**src/rtl/pb_port_hub.sv**
```systemverilog
// pb_port_hub: PicoBlaze I/O hub.
// Decodes pb_port_id into a GPIO port, a small interrupt controller and NCH
// stream channels. It holds the LED register, returns read data one cycle
// after the address (registered read mux) and issues a one-cycle RX pop
// pulse after the CPU has captured a channel byte. Per-channel RX interrupts
// are latched on rising edges of rx_present, masked, and cleared by writing
// ones to the pending register.
//
// Port map:
//   0x00         read gpio_in      / write gpio_out
//   0x01         read pending      / write-1-to-clear pending
//   0x02         read mask         / write mask
//   BASE+2i      read rx_data[i]   / write pushes tx byte to channel i
//   BASE+2i+1    read {tx_full[i], rx_present[i]} / writes ignored
// NCH must lie in 1..8, BASE >= 0x03 and BASE + 2*NCH - 1 <= 0xFF so that
// channel addresses never alias the fixed registers or wrap.

module pb_port_hub #(
    parameter int         NCH  = 2,
    parameter logic [7:0] BASE = 8'h10
) (
    input  logic             clk,
    input  logic             pb_reset,
    input  logic [7:0]       pb_port_id,
    input  logic [7:0]       pb_out_port,
    input  logic             pb_write_strobe,
    input  logic             pb_read_strobe,
    output logic [7:0]       pb_in_port,
    output logic             pb_interrupt,
    input  logic [7:0]       gpio_in,
    output logic [7:0]       gpio_out,
    input  logic [8*NCH-1:0] rx_data,
    input  logic [NCH-1:0]   rx_present,
    output logic [NCH-1:0]   rx_ack,
    output logic [7:0]       tx_data,
    output logic [NCH-1:0]   tx_write,
    input  logic [NCH-1:0]   tx_full
);

    localparam logic [7:0] ADDR_GPIO    = 8'h00;
    localparam logic [7:0] ADDR_PENDING = 8'h01;
    localparam logic [7:0] ADDR_MASK    = 8'h02;

    // ------------------------------------------------------------------
    // Address decode
    // ------------------------------------------------------------------
    logic           sel_gpio;
    logic           sel_pending;
    logic           sel_mask;
    logic [NCH-1:0] sel_data;   // BASE+2i : channel data port
    logic [NCH-1:0] sel_stat;   // BASE+2i+1 : channel status port

    assign sel_gpio    = (pb_port_id == ADDR_GPIO);
    assign sel_pending = (pb_port_id == ADDR_PENDING);
    assign sel_mask    = (pb_port_id == ADDR_MASK);

    // One data/status address pair per channel.
    generate
        for (genvar gi = 0; gi < NCH; gi++) begin : g_chan_decode
            localparam logic [7:0] DATA_ADDR = BASE + 8'(2 * gi);
            localparam logic [7:0] STAT_ADDR = DATA_ADDR + 8'd1;
            assign sel_data[gi] = (pb_port_id == DATA_ADDR);
            assign sel_stat[gi] = (pb_port_id == STAT_ADDR);
        end
    endgenerate

    // TX push is purely combinational and deliberately not gated by tx_full:
    // software is expected to poll the status port before writing.
    assign tx_write = pb_write_strobe ? sel_data : '0;
    assign tx_data  = pb_out_port;

    // ------------------------------------------------------------------
    // State
    // ------------------------------------------------------------------
    logic [7:0]     pb_in_port_q,   pb_in_port_d;
    logic           pb_interrupt_q, pb_interrupt_d;
    logic [7:0]     gpio_out_q,     gpio_out_d;
    logic [NCH-1:0] rx_ack_q,       rx_ack_d;
    logic [NCH-1:0] pending_q,      pending_d;
    logic [NCH-1:0] mask_q,         mask_d;
    logic [NCH-1:0] rx_present_q,   rx_present_d;

    logic [7:0]     pending_ext;
    logic [7:0]     mask_ext;
    logic [NCH-1:0] rx_rise;
    logic [NCH-1:0] pending_clr;

    // Zero-extend the NCH-wide registers to the 8-bit read bus.
    always_comb begin
        pending_ext            = '0;
        mask_ext               = '0;
        pending_ext[NCH-1:0]   = pending_q;
        mask_ext[NCH-1:0]      = mask_q;
    end

    // Read mux: evaluated every cycle regardless of the read strobe, so the
    // CPU sees data for the address it presented one cycle earlier.
    always_comb begin
        pb_in_port_d = 8'h00;
        if (sel_gpio) begin
            pb_in_port_d = gpio_in;
        end else if (sel_pending) begin
            pb_in_port_d = pending_ext;
        end else if (sel_mask) begin
            pb_in_port_d = mask_ext;
        end
        for (int i = 0; i < NCH; i++) begin
            if (sel_data[i]) begin
                pb_in_port_d = rx_data[8*i +: 8];
            end
            if (sel_stat[i]) begin
                pb_in_port_d = {6'b000000, tx_full[i], rx_present[i]};
            end
        end
    end

    // RX pop is delayed one cycle so the FIFO advances only after the CPU
    // has sampled the byte on pb_in_port.
    always_comb begin
        rx_ack_d = pb_read_strobe ? sel_data : '0;
    end

    // Software-visible control registers written through the port map.
    always_comb begin
        gpio_out_d = gpio_out_q;
        mask_d     = mask_q;
        if (pb_write_strobe && sel_gpio) begin
            gpio_out_d = pb_out_port;
        end
        if (pb_write_strobe && sel_mask) begin
            mask_d = pb_out_port[NCH-1:0];
        end
    end

    // Interrupt controller: edge-detect rx_present, latch into pending with
    // write-1-to-clear; a new edge in the same cycle as a clear wins.
    always_comb begin
        rx_present_d   = rx_present;
        rx_rise        = rx_present & ~rx_present_q;
        pending_clr    = (pb_write_strobe && sel_pending) ? pb_out_port[NCH-1:0] : '0;
        pending_d      = (pending_q & ~pending_clr) | rx_rise;
        pb_interrupt_d = |(pending_q & mask_q);
    end

    // Read data and RX pop registers.
    always_ff @(posedge clk or posedge pb_reset) begin
        if (pb_reset) begin
            pb_in_port_q <= 8'h00;
            rx_ack_q     <= '0;
        end else begin
            pb_in_port_q <= pb_in_port_d;
            rx_ack_q     <= rx_ack_d;
        end
    end

    // GPIO and mask registers.
    always_ff @(posedge clk or posedge pb_reset) begin
        if (pb_reset) begin
            gpio_out_q <= 8'h00;
            mask_q     <= '0;
        end else begin
            gpio_out_q <= gpio_out_d;
            mask_q     <= mask_d;
        end
    end

    // Interrupt state: edge detector, pending latch and request output.
    always_ff @(posedge clk or posedge pb_reset) begin
        if (pb_reset) begin
            rx_present_q   <= '0;
            pending_q      <= '0;
            pb_interrupt_q <= 1'b0;
        end else begin
            rx_present_q   <= rx_present_d;
            pending_q      <= pending_d;
            pb_interrupt_q <= pb_interrupt_d;
        end
    end

    assign pb_in_port   = pb_in_port_q;
    assign pb_interrupt = pb_interrupt_q;
    assign gpio_out     = gpio_out_q;
    assign rx_ack       = rx_ack_q;

endmodule
```
**config.mk**
```make
export PLATFORM = sky130hd
export DESIGN_NAME = pb_port_hub
export DESIGN_NICKNAME = d
export VERILOG_FILES = /design/src/rtl/pb_port_hub.sv
export SDC_FILE = /design/constraint.sdc
export NUM_CORES = 1
export LEC_CHECK = 0
export ABC_AREA = 1
export CORE_MARGIN = 1
export CORE_UTILIZATION = 30
export CTS_CLUSTER_DIAMETER = 150
export DETAILED_ROUTE_END_ITERATION = 7
export PLACE_DENSITY = 0.69
export SLEW_MARGIN = 5
export SYNTH_ARGS = -nofsm -noshare
export SYNTH_HDL_FRONTEND = slang
export SYNTH_SLANG_ARGS = --single-unit
```
**constraint.sdc**
```tcl
create_clock -name clk -period 1.7 [get_ports clk]
set_input_delay 0.425 -clock clk [delete_from_list [all_inputs] [get_ports clk]]
set_output_delay 0.425 -clock clk [all_outputs]
set_load 0.01 [all_outputs]
```
==> flow_metrics.env <==
export IMPL_grt_use_total_pct=15.41
export IMPL_antennaDiodeCount=0
export IMPL_via_count=1270
export IMPL_syn_area_mm2=0.001274
export IMPL_h_tree_depth=1
export IMPL_synth_area_leaders="dfrtp_1 49%, nand3_1 12%, mux2_4 7.1%, buf_4 6.5%, nand2_1 5.9%"
export IMPL_fin_crit_sh_pct=96.75
export IMPL_layout_commonest_cell="clkdlybuf4s50_1"
export IMPL_p_per_area_mw_per_mm2=543.4
export IMPL_grt_pass1_wl_mm=5.168
export IMPL_clk_insertion_delay_late_ps=270
export IMPL_crit_slowest_cell="clkdlybuf4s50_1"
export IMPL_fill_cells=391
export IMPL_synthDistinctLibCells=15
export IMPL_cts_root_buf="clkbuf_8"
export IMPL_layout_common_cells="58 x clkdlybuf4s50_1, 31 x nand3_1, 29 x buf_4"
export IMPL_grtUsageMet2_pct=28.25
export IMPL_core_area_mm2=0.004029
export IMPL_finalSetupTns_ps=0
export IMPL_globalRouteMet3Util_pct=2.196
export IMPL_cp_required_ps=1270
export IMPL_finalInstanceArea_mm2=0.002267
export IMPL_grt_pass1_vias=1190
export IMPL_dr_first_iter_drc_count=34
export IMPL_multi_input_area_um2=534.3
export IMPL_ios=77
export IMPL_area_growth_pct=78.00
export IMPL_avgSynthCellArea_um2=9.098
export IMPL_finClkSkew_ps=4.603
export IMPL_crit_fanout=2
export IMPL_worstReg2RegStart="mask_q[0]"
export IMPL_peakVddDrop_mv=0.2566
export IMPL_yosys_area_top_type="dfrtp_1"
export IMPL_cp_arrival_ps=1220
export IMPL_area_sequential_um2=625.6
export IMPL_met1_usage_pct=18.31
export IMPL_min_from="rx_present_q[1]"
export IMPL_hold_viol=0
export IMPL_r2r_cells=4
export IMPL_grt_busiest_layer="met2"
export IMPL_max_stage_delay_ps=500
export IMPL_worstHoldEndpoint="pending_q[1]"
export IMPL_hold_depth=1
export IMPL_worstSetupEndpointType="output pin"
export IMPL_die_h_um=67.16
export IMPL_drc=0
export IMPL_grt_remaining_overflow=0
export IMPL_dpl_cell_count=274
export IMPL_viasPerCell=4.410
export IMPL_gp_congestion=0.7909
export IMPL_path_cells="clkdlybuf4s50_1 > inv_1 > nor2_1 > buf_2"
export IMPL_design_die_area_mm2=0.004510
export IMPL_nets=287
export IMPL_maxCapViolations=0
export IMPL_ys_ff_latch=25
export IMPL_cpLargestDelayFamily="buffers and inverters"
export IMPL_clk_pin_slew_ps=90
export IMPL_yosysSeqAreaShare_pct=49.12
export IMPL_cp_num_buf_inv=3
export IMPL_min_delay_path_class="flip-flop to flip-flop"
export IMPL_cts_tree="yes"
export IMPL_crit_type="input port to output pin"
export IMPL_r2r_setup_slack_ps=810
export IMPL_min_period_ps=1645
export IMPL_dp_final_hpwl_mm=2.629
export IMPL_drtAntennaViolNets=0
export IMPL_setup_viol=0
export IMPL_port_buffers=76
export IMPL_slew_violations=0
export IMPL_worst_pin_slew_ps=319.0
export IMPL_num_rows=23
export IMPL_drt_first_pass_iters=4
export IMPL_clock_path_buffers=2
export IMPL_ctsHoldBuffers=0
export IMPL_status="completed"
export IMPL_antenna_found_initial=0
export IMPL_drt_wl_total_mm=3.322
export IMPL_initial_core_util_pct=31.61
export IMPL_placed_area_mm2=0.002157
export IMPL_slew_headroom_pct=78.73
export IMPL_drive_above_1_share_pct=23.53
export IMPL_fp_dieW_um=67.16
export IMPL_fin_cells=288
export IMPL_power_leakage_nw=1.128
export IMPL_max_freq_mhz=608.0
export IMPL_synth_top_cell_area_share_pct=49.12
export IMPL_wl_per_cell_um=11.53
export IMPL_syn_num_nets=188
export IMPL_cts_sinks=25
export IMPL_syn_inst=140
export IMPL_numCtsBuffers=3
export IMPL_grt_max_degree=26
export IMPL_reg2reg_to="pb_in_port[0]"
export IMPL_yosysWarnings=0
export IMPL_start_kind="input port"
-- layout make-up --
cell class	instances	area share [%]
Sequential cell	25	27.59
Clock buffer	4	1.987
Timing Repair Buffer	105	41.61
Multi-Input combinational cell	89	23.57
Tap cell	50	2.759
Inverter	15	2.483
-- state kept, by name, summed over array words and instances (netlist names) --
signal	cells
gpio_out	8
mask_q	2
pb_in_port	8
pb_interrupt	1
pending_q	2
rx_ack	2
rx_present_q	2
-- Yosys cell counts, drive strengths merged --
master and count:
dfrtp 25, nor2 17, nand2 23, nand4 4
mux2 6, nor3 1, nand3 31, buf 11
a22o 1, o21ai 6, inv 15
-- worst max path at each step --
stage	startpoint	endpoint	cells after the start	slack [ps]
after CTS	pb_port_id[0]	tx_write[0]	7	-0.5
after detailed placement	pb_port_id[7]	tx_write[1]	7	-690
after floorplan	pb_port_id[7]	tx_write[1]	7	40
after global placement	pb_port_id[7]	tx_write[0]	7	-680
final	pb_write_strobe	tx_write[0]	4	60
after global routing	pb_port_id[0]	tx_write[1]	7	-4
-- routing by layer --
| layer | share of wire [%] | wire (um) |
|---|---|---|
| met5 | 0 | 0 |
| met4 | 1.7 | 58 |
| met3 | 5.9 | 197 |
| met2 | 52 | 1713 |
| met1 | 41 | 1352 |
-- what timing repair did --
| item | 4_1_cts | 5_1_grt |
|---|---|---|
| pin swaps | 11 | 9 |
| gates resized for setup | 34 | 5 |
| endpoints found under the setup margin | 10 | 7 |
| buffers inserted | 7 | 3 |
| hold endpoints to repair | 0 | 0 |
| cloned | 0 | 0 |
-- where the power goes --
group | switching, mW | internal, mW | total, mW
registers | 0.00823 | 0.611 | 0.620
clock network | 0.190 | 0.168 | 0.358
logic | 0.0924 | 0.162 | 0.254
total | 0.291 | 0.941 | 1.23
-- worst reg2reg max path, stage by stage (launching register included) --
cell,delay [ps]
dfrtp_1,400
nand3_1,90
nand3_1,70
nor2_1,90
nand4_1,110
-- through the flow --
step           utilization (%)  setup slack (ps)  power (mW)  hold slack (ps)
2_1_floorplan                -             41.90      0.7081            399.6
3_3_place_gp             53.54            -683.9      0.8868            404.0
3_5_place_dp             53.54            -691.4      0.8899            419.5
4_1_cts                  55.75           -0.5147       1.252            432.1
5_1_grt                  56.27            -4.464       1.292            458.8
6_report                 56.27             55.23       1.232            439.5
-- cells by family (layout without fill, tap and decap cells) --
| kind of cell | after synthesis | count (layout) | share of synthesized area [%] |
|---|---|---|---|
| AND/OR/NAND/NOR | 76 | 76 | 29.86 |
| buffers and inverters | 26 | 124 | 10.90 |
| flip-flops | 25 | 25 | 49.12 |
| AO/OA/AOI/OAI | 7 | 7 | 3.045 |
| multiplexers | 6 | 6 | 7.073 |
No activity file was read; power rests on OpenSTA's default activity.
